### src/rtl/mgr_wu_cntl_pkg.sv
// Shared encodings for the work-unit manager: instruction delineators,
// manager FSM states and the instruction counter width.
package mgr_wu_cntl_pkg;

    localparam int CNT_W = 16;

    typedef enum logic [1:0] {
        ICNTL_MOM     = 2'b00,
        ICNTL_SOM     = 2'b01,
        ICNTL_EOM     = 2'b10,
        ICNTL_SOM_EOM = 2'b11
    } icntl_e;

    typedef enum logic [2:0] {
        ST_IDLE  = 3'd0,
        ST_SYNC  = 3'd1,
        ST_LOAD  = 3'd2,
        ST_RUN   = 3'd3,
        ST_DRAIN = 3'd4,
        ST_DONE  = 3'd5
    } mgr_state_e;

    function automatic logic [CNT_W-1:0] sat_inc(input logic [CNT_W-1:0] value);
        return (value == {CNT_W{1'b1}}) ? value : value + CNT_W'(1);
    endfunction

endpackage

### src/rtl/mgr_wu_cntl_if.sv
// Bundle of system, fetch, memory and decode signals seen by the WU manager.
// The manager connects through master; the surrounding system through slave.
interface mgr_wu_cntl_if #(
    parameter int ADDR_W = 10
);
    import mgr_wu_cntl_pkg::*;

    logic              sys__mgr__ready;
    logic              sys__mgr__thisSynchronized;
    logic              sys__mgr__complete;
    logic              mgr__sys__allSynchronized;
    logic              mcntl__wuf__enable;
    logic [ADDR_W-1:0] mcntl__wuf__start_addr;
    logic              wuf__wum__read;
    logic              wum__wud__valid;
    logic [1:0]        wum__wud__icntl;
    logic              wud__mcntl__ready;
    logic              xxx__wuf__stall;
    logic [CNT_W-1:0]  mcntl__sys__instr_count;
    logic              mcntl__sys__error;

    modport master (
        input  sys__mgr__ready,
        input  sys__mgr__thisSynchronized,
        input  sys__mgr__complete,
        output mgr__sys__allSynchronized,
        output mcntl__wuf__enable,
        output mcntl__wuf__start_addr,
        input  wuf__wum__read,
        input  wum__wud__valid,
        input  wum__wud__icntl,
        input  wud__mcntl__ready,
        output xxx__wuf__stall,
        output mcntl__sys__instr_count,
        output mcntl__sys__error
    );

    modport slave (
        output sys__mgr__ready,
        output sys__mgr__thisSynchronized,
        output sys__mgr__complete,
        input  mgr__sys__allSynchronized,
        input  mcntl__wuf__enable,
        input  mcntl__wuf__start_addr,
        output wuf__wum__read,
        output wum__wud__valid,
        output wum__wud__icntl,
        output wud__mcntl__ready,
        input  xxx__wuf__stall,
        input  mcntl__sys__instr_count,
        input  mcntl__sys__error
    );

endinterface

### src/rtl/mgr_credit_cntr.sv
// Outstanding-read credit counter. Saturates at CREDITS and 0; err flags an
// attempted overflow or underflow in the current cycle.
module mgr_credit_cntr #(
    parameter int CREDITS = 4
) (
    input  logic       clk,
    input  logic       rst,
    input  logic       inc,
    input  logic       dec,
    input  logic       clear,
    output logic [3:0] count,
    output logic       full,
    output logic       empty,
    output logic       err
);

    localparam logic [3:0] MAX_CREDIT = 4'(CREDITS);

    logic [3:0] count_reg;

    always_ff @(posedge clk or posedge rst) begin
        if (rst) begin
            count_reg <= 4'd0;
        end else if (clear) begin
            count_reg <= 4'd0;
        end else if (inc && !dec && !full) begin
            count_reg <= count_reg + 4'd1;
        end else if (dec && !inc && !empty) begin
            count_reg <= count_reg - 4'd1;
        end
    end

    assign count = count_reg;
    assign full  = (count_reg == MAX_CREDIT);
    assign empty = (count_reg == 4'd0);
    // A same-cycle inc/dec pair cancels out and can never be an error.
    assign err   = (inc && !dec && full) || (dec && !inc && empty);

endmodule

### src/rtl/mgr_wu_cntl.sv
// Work-unit manager: sequences sync/load/run/drain with the system, gates
// fetch on read credits and counts completed instructions.
module mgr_wu_cntl
    import mgr_wu_cntl_pkg::*;
#(
    parameter int                ADDR_W     = 10,
    parameter logic [ADDR_W-1:0] START_ADDR = '0,
    parameter int                CREDITS    = 4
) (
    input  logic             clk,
    input  logic             reset_poweron,
    mgr_wu_cntl_if.master    bus
);

    mgr_state_e        state_reg;
    logic              all_sync_reg;
    logic              enable_reg;
    logic [ADDR_W-1:0] start_addr_reg;
    logic [CNT_W-1:0]  instr_count_reg;
    logic              error_reg;

    logic [3:0]        credit_count;
    logic              credit_full;
    logic              credit_empty;
    logic              credit_err;
    logic              credit_clear;
    logic              instr_done;
    icntl_e            icntl;

    // Dropping ready outside IDLE abandons the work unit, so outstanding credits are forgotten.
    assign credit_clear = (state_reg != ST_IDLE) && !bus.sys__mgr__ready;

    assign icntl      = icntl_e'(bus.wum__wud__icntl);
    assign instr_done = bus.wum__wud__valid
                        && ((icntl == ICNTL_EOM) || (icntl == ICNTL_SOM_EOM))
                        && ((state_reg == ST_RUN) || (state_reg == ST_DRAIN));

    mgr_credit_cntr #(
        .CREDITS (CREDITS)
    ) u_credit (
        .clk   (clk),
        .rst   (reset_poweron),
        .inc   (bus.wuf__wum__read),
        .dec   (bus.wum__wud__valid),
        .clear (credit_clear),
        .count (credit_count),
        .full  (credit_full),
        .empty (credit_empty),
        .err   (credit_err)
    );

    always_ff @(posedge clk or posedge reset_poweron) begin
        if (reset_poweron) begin
            state_reg       <= ST_IDLE;
            all_sync_reg    <= 1'b0;
            enable_reg      <= 1'b0;
            start_addr_reg  <= '0;
            instr_count_reg <= '0;
            error_reg       <= 1'b0;
        end else begin
            if (credit_err) begin
                error_reg <= 1'b1;
            end
            if (instr_done) begin
                instr_count_reg <= sat_inc(instr_count_reg);
            end

            if (credit_clear) begin
                state_reg    <= ST_IDLE;
                all_sync_reg <= 1'b0;
                enable_reg   <= 1'b0;
            end else begin
                case (state_reg)
                    ST_IDLE: begin
                        if (bus.sys__mgr__ready) begin
                            state_reg       <= ST_SYNC;
                            instr_count_reg <= '0;
                        end
                    end
                    ST_SYNC: begin
                        if (bus.sys__mgr__thisSynchronized) begin
                            state_reg      <= ST_LOAD;
                            all_sync_reg   <= 1'b1;
                            start_addr_reg <= START_ADDR;
                        end
                    end
                    ST_LOAD: begin
                        state_reg  <= ST_RUN;
                        enable_reg <= 1'b1;
                    end
                    ST_RUN: begin
                        if (bus.sys__mgr__complete) begin
                            state_reg  <= ST_DRAIN;
                            enable_reg <= 1'b0;
                        end
                    end
                    ST_DRAIN: begin
                        if (credit_empty) begin
                            state_reg <= ST_DONE;
                        end
                    end
                    ST_DONE: begin
                        state_reg <= ST_DONE;
                    end
                    default: begin
                        state_reg    <= ST_IDLE;
                        all_sync_reg <= 1'b0;
                        enable_reg   <= 1'b0;
                    end
                endcase
            end
        end
    end

    assign bus.mgr__sys__allSynchronized = all_sync_reg;
    assign bus.mcntl__wuf__enable        = enable_reg;
    assign bus.mcntl__wuf__start_addr    = start_addr_reg;
    assign bus.mcntl__sys__instr_count   = instr_count_reg;
    assign bus.mcntl__sys__error         = error_reg;
    // Reset forces state_reg to IDLE asynchronously, so stall is high throughout reset.
    assign bus.xxx__wuf__stall           = credit_full || !bus.wud__mcntl__ready
                                           || (state_reg != ST_RUN);

endmodule

### src/flat_wrapper.sv
// flat-port wrapper written by rule: the top's interface ports become plain ports
module mgr_wu_cntl_flat import mgr_wu_cntl_pkg::*;
#(
    parameter int                ADDR_W     = 10,
    parameter logic [ADDR_W-1:0] START_ADDR = '0,
    parameter int                CREDITS    = 4
)
  (clk, reset_poweron, bus_sys__mgr__ready, bus_sys__mgr__thisSynchronized, bus_sys__mgr__complete, bus_mgr__sys__allSynchronized, bus_mcntl__wuf__enable, bus_mcntl__wuf__start_addr, bus_wuf__wum__read, bus_wum__wud__valid, bus_wum__wud__icntl, bus_wud__mcntl__ready, bus_xxx__wuf__stall, bus_mcntl__sys__instr_count, bus_mcntl__sys__error);
  mgr_wu_cntl_if #(.ADDR_W(ADDR_W)) bus_i ();
  input  logic clk;
  input  logic reset_poweron;
  input wire logic [$bits(bus_i.sys__mgr__ready)-1:0] bus_sys__mgr__ready;
  input wire logic [$bits(bus_i.sys__mgr__thisSynchronized)-1:0] bus_sys__mgr__thisSynchronized;
  input wire logic [$bits(bus_i.sys__mgr__complete)-1:0] bus_sys__mgr__complete;
  output wire logic [$bits(bus_i.mgr__sys__allSynchronized)-1:0] bus_mgr__sys__allSynchronized;
  output wire logic [$bits(bus_i.mcntl__wuf__enable)-1:0] bus_mcntl__wuf__enable;
  output wire logic [$bits(bus_i.mcntl__wuf__start_addr)-1:0] bus_mcntl__wuf__start_addr;
  input wire logic [$bits(bus_i.wuf__wum__read)-1:0] bus_wuf__wum__read;
  input wire logic [$bits(bus_i.wum__wud__valid)-1:0] bus_wum__wud__valid;
  input wire logic [$bits(bus_i.wum__wud__icntl)-1:0] bus_wum__wud__icntl;
  input wire logic [$bits(bus_i.wud__mcntl__ready)-1:0] bus_wud__mcntl__ready;
  output wire logic [$bits(bus_i.xxx__wuf__stall)-1:0] bus_xxx__wuf__stall;
  output wire logic [$bits(bus_i.mcntl__sys__instr_count)-1:0] bus_mcntl__sys__instr_count;
  output wire logic [$bits(bus_i.mcntl__sys__error)-1:0] bus_mcntl__sys__error;
  assign bus_i.sys__mgr__ready = bus_sys__mgr__ready;
  assign bus_i.sys__mgr__thisSynchronized = bus_sys__mgr__thisSynchronized;
  assign bus_i.sys__mgr__complete = bus_sys__mgr__complete;
  assign bus_mgr__sys__allSynchronized = bus_i.mgr__sys__allSynchronized;
  assign bus_mcntl__wuf__enable = bus_i.mcntl__wuf__enable;
  assign bus_mcntl__wuf__start_addr = bus_i.mcntl__wuf__start_addr;
  assign bus_i.wuf__wum__read = bus_wuf__wum__read;
  assign bus_i.wum__wud__valid = bus_wum__wud__valid;
  assign bus_i.wum__wud__icntl = bus_wum__wud__icntl;
  assign bus_i.wud__mcntl__ready = bus_wud__mcntl__ready;
  assign bus_xxx__wuf__stall = bus_i.xxx__wuf__stall;
  assign bus_mcntl__sys__instr_count = bus_i.mcntl__sys__instr_count;
  assign bus_mcntl__sys__error = bus_i.mcntl__sys__error;
  mgr_wu_cntl #(.ADDR_W(ADDR_W), .START_ADDR(START_ADDR), .CREDITS(CREDITS)) u_core (.clk(clk), .reset_poweron(reset_poweron), .bus(bus_i));
endmodule
### config.mk
export PLATFORM = sky130hd
export DESIGN_NAME = mgr_wu_cntl_flat
export DESIGN_NICKNAME = d
export VERILOG_FILES = /design/src/rtl/mgr_wu_cntl_pkg.sv /design/src/rtl/mgr_wu_cntl_if.sv /design/src/rtl/mgr_credit_cntr.sv /design/src/rtl/mgr_wu_cntl.sv /design/src/flat_wrapper.sv
export SDC_FILE = /design/constraint.sdc
export NUM_CORES = 1
export LEC_CHECK = 0
export CAP_MARGIN = 0
export CORE_ASPECT_RATIO = 0.5
export CORE_MARGIN = 3
export CORE_UTILIZATION = 30
export CTS_CLUSTER_SIZE = 20
export DETAILED_ROUTE_END_ITERATION = 10
export GPL_TIMING_DRIVEN = 0
export PLACE_DENSITY = 0.61
export SLEW_MARGIN = 10
export SYNTH_ARGS = -nofsm -noshare
export SYNTH_HDL_FRONTEND = slang
export SYNTH_SLANG_ARGS = --single-unit
### constraint.sdc
create_clock -name clk -period 5.2 [get_ports clk]
set_clock_uncertainty 0.1 [all_clocks]
set_input_delay 1.56 -clock clk [delete_from_list [all_inputs] [get_ports clk]]
set_output_delay 1.56 -clock clk [all_outputs]
set_load 0.1 [all_outputs]
# After elaboration in Yosys (flattened, before gate mapping)
# Cells that the tools add are included.
[op_classes]
n_reduce_logical = 29
n_div = 0
multipliers = 0
muxes = 20
shifts = 0
n_eq_ne = 16
addsub = 3
bitwise_logic = 0
n_lt_le_gt_ge = 0
[ops]
columns = ["op", "n"]
rows = [
  ["2-to-1 mux 16 bit", 5],
  ["one-hot mux 3 bit (6 select lines)", 1],
  ["adder 16 x 1 -> 16 bit (second input constant)", 1],
  ["equality test 16 bit (second input constant)", 1],
  ["2-to-1 mux 3 bit", 5],
  ["inequality test 3 x 2 -> 1 bit (second input constant)", 5],
  ["2-to-1 mux 4 bit", 3],
  ["logical AND 1 bit", 9],
  ["equality test 3 x 2 -> 1 bit (second input constant)", 2],
  ["equality test 3 bit (second input constant)", 2],
  ["zero test 1 bit", 6],
  ["nonzero test 3 bit", 2],
  ["logical OR 1 bit", 5],
  ["OR reduction 5 bit", 1],
  ["adder 4 x 1 -> 4 bit (second input constant)", 1],
  ["equality test 2 bit (second input constant)", 2],
  ["equality test 4 x 3 -> 1 bit (second input constant)", 1],
  ["zero test 4 bit", 1],
  ["2-to-1 mux 1 bit", 4],
  ["inequality test 2 x 1 -> 1 bit (second input constant)", 2],
  ["AND reduction 2 bit", 2],
  ["AND reduction 4 bit", 1],
  ["OR reduction 4 bit", 1],
  ["subtractor 4 x 1 -> 4 bit (second input constant)", 1],
  ["other kinds (4)", 4],
]
[totals]
wordCells = 74
mem_bits_rw = 0
reg_bits = 26
latch_bits = 0
n_memories = 0
mem_bits_ro = 0

# Longest topological paths before layout
[logic_depth]
depth_word = 8
depth_mapped = 8
depth_no_buf = 8

# By module
# A second synthesis with hierarchy kept.
[hier_totals]
cells_unflattened = 199
hier_area_um2 = 1808.0
[modules_own_cells]
columns = ["module", "area_per_inst_um2", "n_inst", "seq_area_each_um2", "cells_per_inst"]
rows = [
  ["mgr_wu_cntl", 1473.9, 1, 550.5, 162],
  ["mgr_credit_cntr", 334.1, 1, 100.1, 37],
]

# Worst setup path before layout
# No wires, ideal clock.
[synth_path]
path_type = "input to output"
from = "in bus_wud__mcntl__ready"
to = "out bus_xxx__wuf__stall"
path_stages = 1
setup_slack_ns = 1.077
arrival_time_ns = 2.463
n_path_buf = 0
t_required_ns = 3.540
path_cell_list = "or4b_2"
[synth_via]
elab_chain_len = 3
[synth_rtl]
columns = ["item", "line", "source"]
rows = [
  ["start: declaration", "flat_wrapper.sv:21", "input wire logic [$bits(bus_i.wud__mcntl__ready)-1:0] bus_wud__mcntl__ready;"],
  ["zero test 1 bit", "mgr_wu_cntl.sv:121", "assign bus.xxx__wuf__stall = credit_full || !bus.wud__mcntl__ready"],
  ["logical OR 1 bit", "mgr_wu_cntl.sv:121", ""],
  ["logical OR 1 bit", "mgr_wu_cntl.sv:122", "|| (state_reg != ST_RUN);"],
  ["end: declaration", "flat_wrapper.sv:22", "output wire logic [$bits(bus_i.xxx__wuf__stall)-1:0] bus_xxx__wuf__stall;"],
]
# No other way between the ends.

# Worst setup path in the final report
# Same ends and word-level chain as after synthesis.

==> flow_summary.yaml <==
logic_synthesis:
  syn_avg_cell_area_um2: 9.16
  synthFlopType: "dfrtp_1"
  synth_warnings: 0
  synth_area_um2: 1720
  ys_ff_latch: 26
  synth_cells: 188
  synth_cell_type_count: 54
  ys_seq_area_frac: 0.378
  async_flop_share: 1.00
  synth_edf_count: 0
sta:
  tns_ns: 0
  worstMarginPinSlew_ns: 1.01
  rsz0062_at_grt: "no"
  period_share: 0.939
  finalHoldViolations: 0
  setup_viol: 0
  relSlewSlack: 0.323
  max_freq_mhz: 205
  drv_slew: 0
  min_period_ns: 4.88
worst_hold_path:
  hp-class: "flop to flop"
  min_from: "u_core.bus.mcntl__sys__error"
run_status:
  status: "finished clean"
power:
  p_total_mw: 0.703
  ir_drop_uv: 140
  p_int_mw: 0.431
  p_sw_mw: 0.272
  pwr-share-comb: 0.366
  swShare: 0.386
  power.density_nw_per_um2: 319
  seq_power_share: 0.364
  p_clk_frac: 0.271
  total_leakage_power_nw: 0.901
drt:
  vias: 1547
  wl_um: 3910
  wl_per_cell_um: 13.1
  vias_per_cell: 5.19
  ant_nets: 0
  firstDrtPassIters: 4
  drc_errors: 0
  drt_iter0_drc: 36
global_route:
  gr-total-overflow: 0
  antenna_found_initial: 0
  grt.total_usage: 0.119
  grt_pass1_wl_um: 6580
  grt_pass1_vias: 1367
  grt_start_max_net_pins: 27
worst_setup_path:
  startpoint: "bus_wud__mcntl__ready"
  slowest_delay_ns: 0.62
  cp.arrival_ns: 3.22
  worstPathRequired_ns: 3.54
  setup.worst_path.end_class: "primary output"
  worstSetupPathType: "input port to primary output"
  crit_path_cell_trace: "clkdlybuf4s50_1, or4b_2, dlygate4sd2_1"
  cp_max_fo: 1
  cp_slowest_cell: "dlygate4sd2_1"
  r2r-start: "u_core.u_credit.count[0]"
  worstSetupStartpointType: "input port"
cells_and_area:
  drive_above_1_share: 0.101
  area_growth_pct: 27.8
  nets: 243
  largest_reg_flops: 16
  antenna_cells: 0
cts:
  path_clk_slew_ns: 0.06
  cts_made_buffers: 3
  clock_path_buffers: 2
  cts_tree: "done"
  clock_sink_count: 26
  insertion_delay_ns: 0.26
  clockRootBuffer: "clkbuf_16"
  htreeDepth: 1
  postCtsSetupBuffers: 0
floorplan:
  io_pins: 40
  std_cell_rows: 18
  initial_utilization: 0.330
  die_area_um2: 6740
  fp.dieH_um: 59.6
  die_x_um: 113
  coreArea_um2: 5230
placed_design:
  dp_hpwl_um: 2970
  gp_congestion: 0.839
  port_buffers: 27
run:
  drv_cap: 0
-- synth_stat cells, drive strengths merged (5+ instances only) --
| master | instances | area share |
|---|---|---|
| clkbuf | 5 | 0.011 |
| nand4 | 5 | 0.018 |
| nand2b | 6 | 0.022 |
| buf | 12 | 0.050 |
| nand3 | 11 | 0.035 |
| inv | 7 | 0.015 |
| nand2 | 15 | 0.033 |
| o21ai | 6 | 0.017 |
| a21oi | 10 | 0.029 |
| dfrtp | 26 | 0.38 |
| mux2i | 9 | 0.052 |
| nor2 | 11 | 0.024 |
-- layout make-up --
class | count | area [µm²]
Sequential cell | 26 | 651
Timing Repair Buffer | 27 | 269
Multi-Input combinational cell | 147 | 973
Buffer | 17 | 105
Fill cell | 540 | 3020
Inverter | 7 | 26.3
Tap cell | 70 | 87.6
Clock buffer | 4 | 88.8
-- logic make-up (layout without fill, tap and decap cells) --
logic type	after synthesis	count (layout)	synth area share
and+or+nand+nor	80	80	0.267
AOI/OAI and AO/OA	41	41	0.174
DFF	26	26	0.378
buffers and inverters	24	55	0.0763
muxes	10	10	0.0589
adders and majority gates	4	4	0.0334
xor gates and xnor gates	2	2	0.0102
other	1	10	0.00218
-- worst max-delay path, delay by kind of cell --
family	cells	cell delay [ns]
buffers and inverters	2	1.08
AND/OR/NAND/NOR	1	0.59
-- through the flow --
step | area (µm²) | std cells | worst slack [ns] | hold slack (ns) | util
floorplan | 1760 | 197 | 1.08 | 0.463 | -
global placement | 2110 | 294 | -0.0569 | 0.344 | 0.404
detailed placement | 2110 | 294 | -0.0613 | 0.352 | 0.404
CTS | 2200 | 298 | 0.311 | 0.368 | 0.421
global route | 2200 | 298 | 0.273 | 0.389 | 0.421
finish | 2200 | 298 | 0.315 | 0.362 | 0.421
-- cell usage in the layout (no fill, tap or decap), types with 2 or more instances in the layout --
cell type	instances
clkdlybuf4s50_1	26
dfrtp_1	26
nand2_1	15
buf_4	11
nor2_1	11
a21oi_1	10
nand3_1	10
conb_1	10
mux2i_1	9
inv_1	7
nand2b_1	6
clkbuf_1	5
o21ai_0	5
nand4_1	5
nor3_1	4
nor4_1	4
o31ai_1	4
a211oi_1	4
and2_1	3
a21o_1	3
or4_1	3
and3_1	3
ha_1	3
clkbuf_16	3
xnor2_1	2
nor4b_1	2
nor2b_1	2
a31oi_1	2
-- what timing repair did --
| action | CTS | global route |
|---|---|---|
| endpoints found under the setup margin | 1 | 0 |
| gates resized for setup | 1 | 0 |
| hold buffers | 0 | 0 |
-- metal layers --
| layer | up-vias | part of all wire | track usage |
|---|---|---|---|
| met5 | - | 0 | 0 |
| met4 | 0 | 0.0061 | 0.0205 |
| met3 | 2 | 0.048 | 0.0265 |
| met2 | 32 | 0.48 | 0.212 |
| met1 | 750 | 0.47 | 0.153 |
| li1 | 763 | - | - |
-- path summary, 6_finish.rpt --
kind | endpoint | slack [ns] | depth (start not counted)
min in group asynchronous | u_core.bus.mcntl__sys__instr_count[8] | 1.74 | 2
setup reg to reg | u_core.u_credit.count[3] | 2.63 | 8
hold reg to reg | u_core.bus.mcntl__sys__error | 0.36 | 1
setup / recovery | bus_xxx__wuf__stall | 0.32 | 3
max in group asynchronous | u_core.bus.mcntl__sys__instr_count[7] | 2.64 | 2
hold / removal | u_core.bus.mcntl__sys__error | 0.36 | 1
-- power groups by stage --
stage / clock [mW] / sequential [mW] / combinational [mW]
floorplan: 0 / 0.312 / 0.153
global placement: 0 / 0.259 / 0.252
global route: 0.203 / 0.261 / 0.279
detailed placement: 0 / 0.260 / 0.259
CTS: 0.196 / 0.256 / 0.260
finish: 0.190 / 0.256 / 0.257
Power figures use the tool's default switching activity.
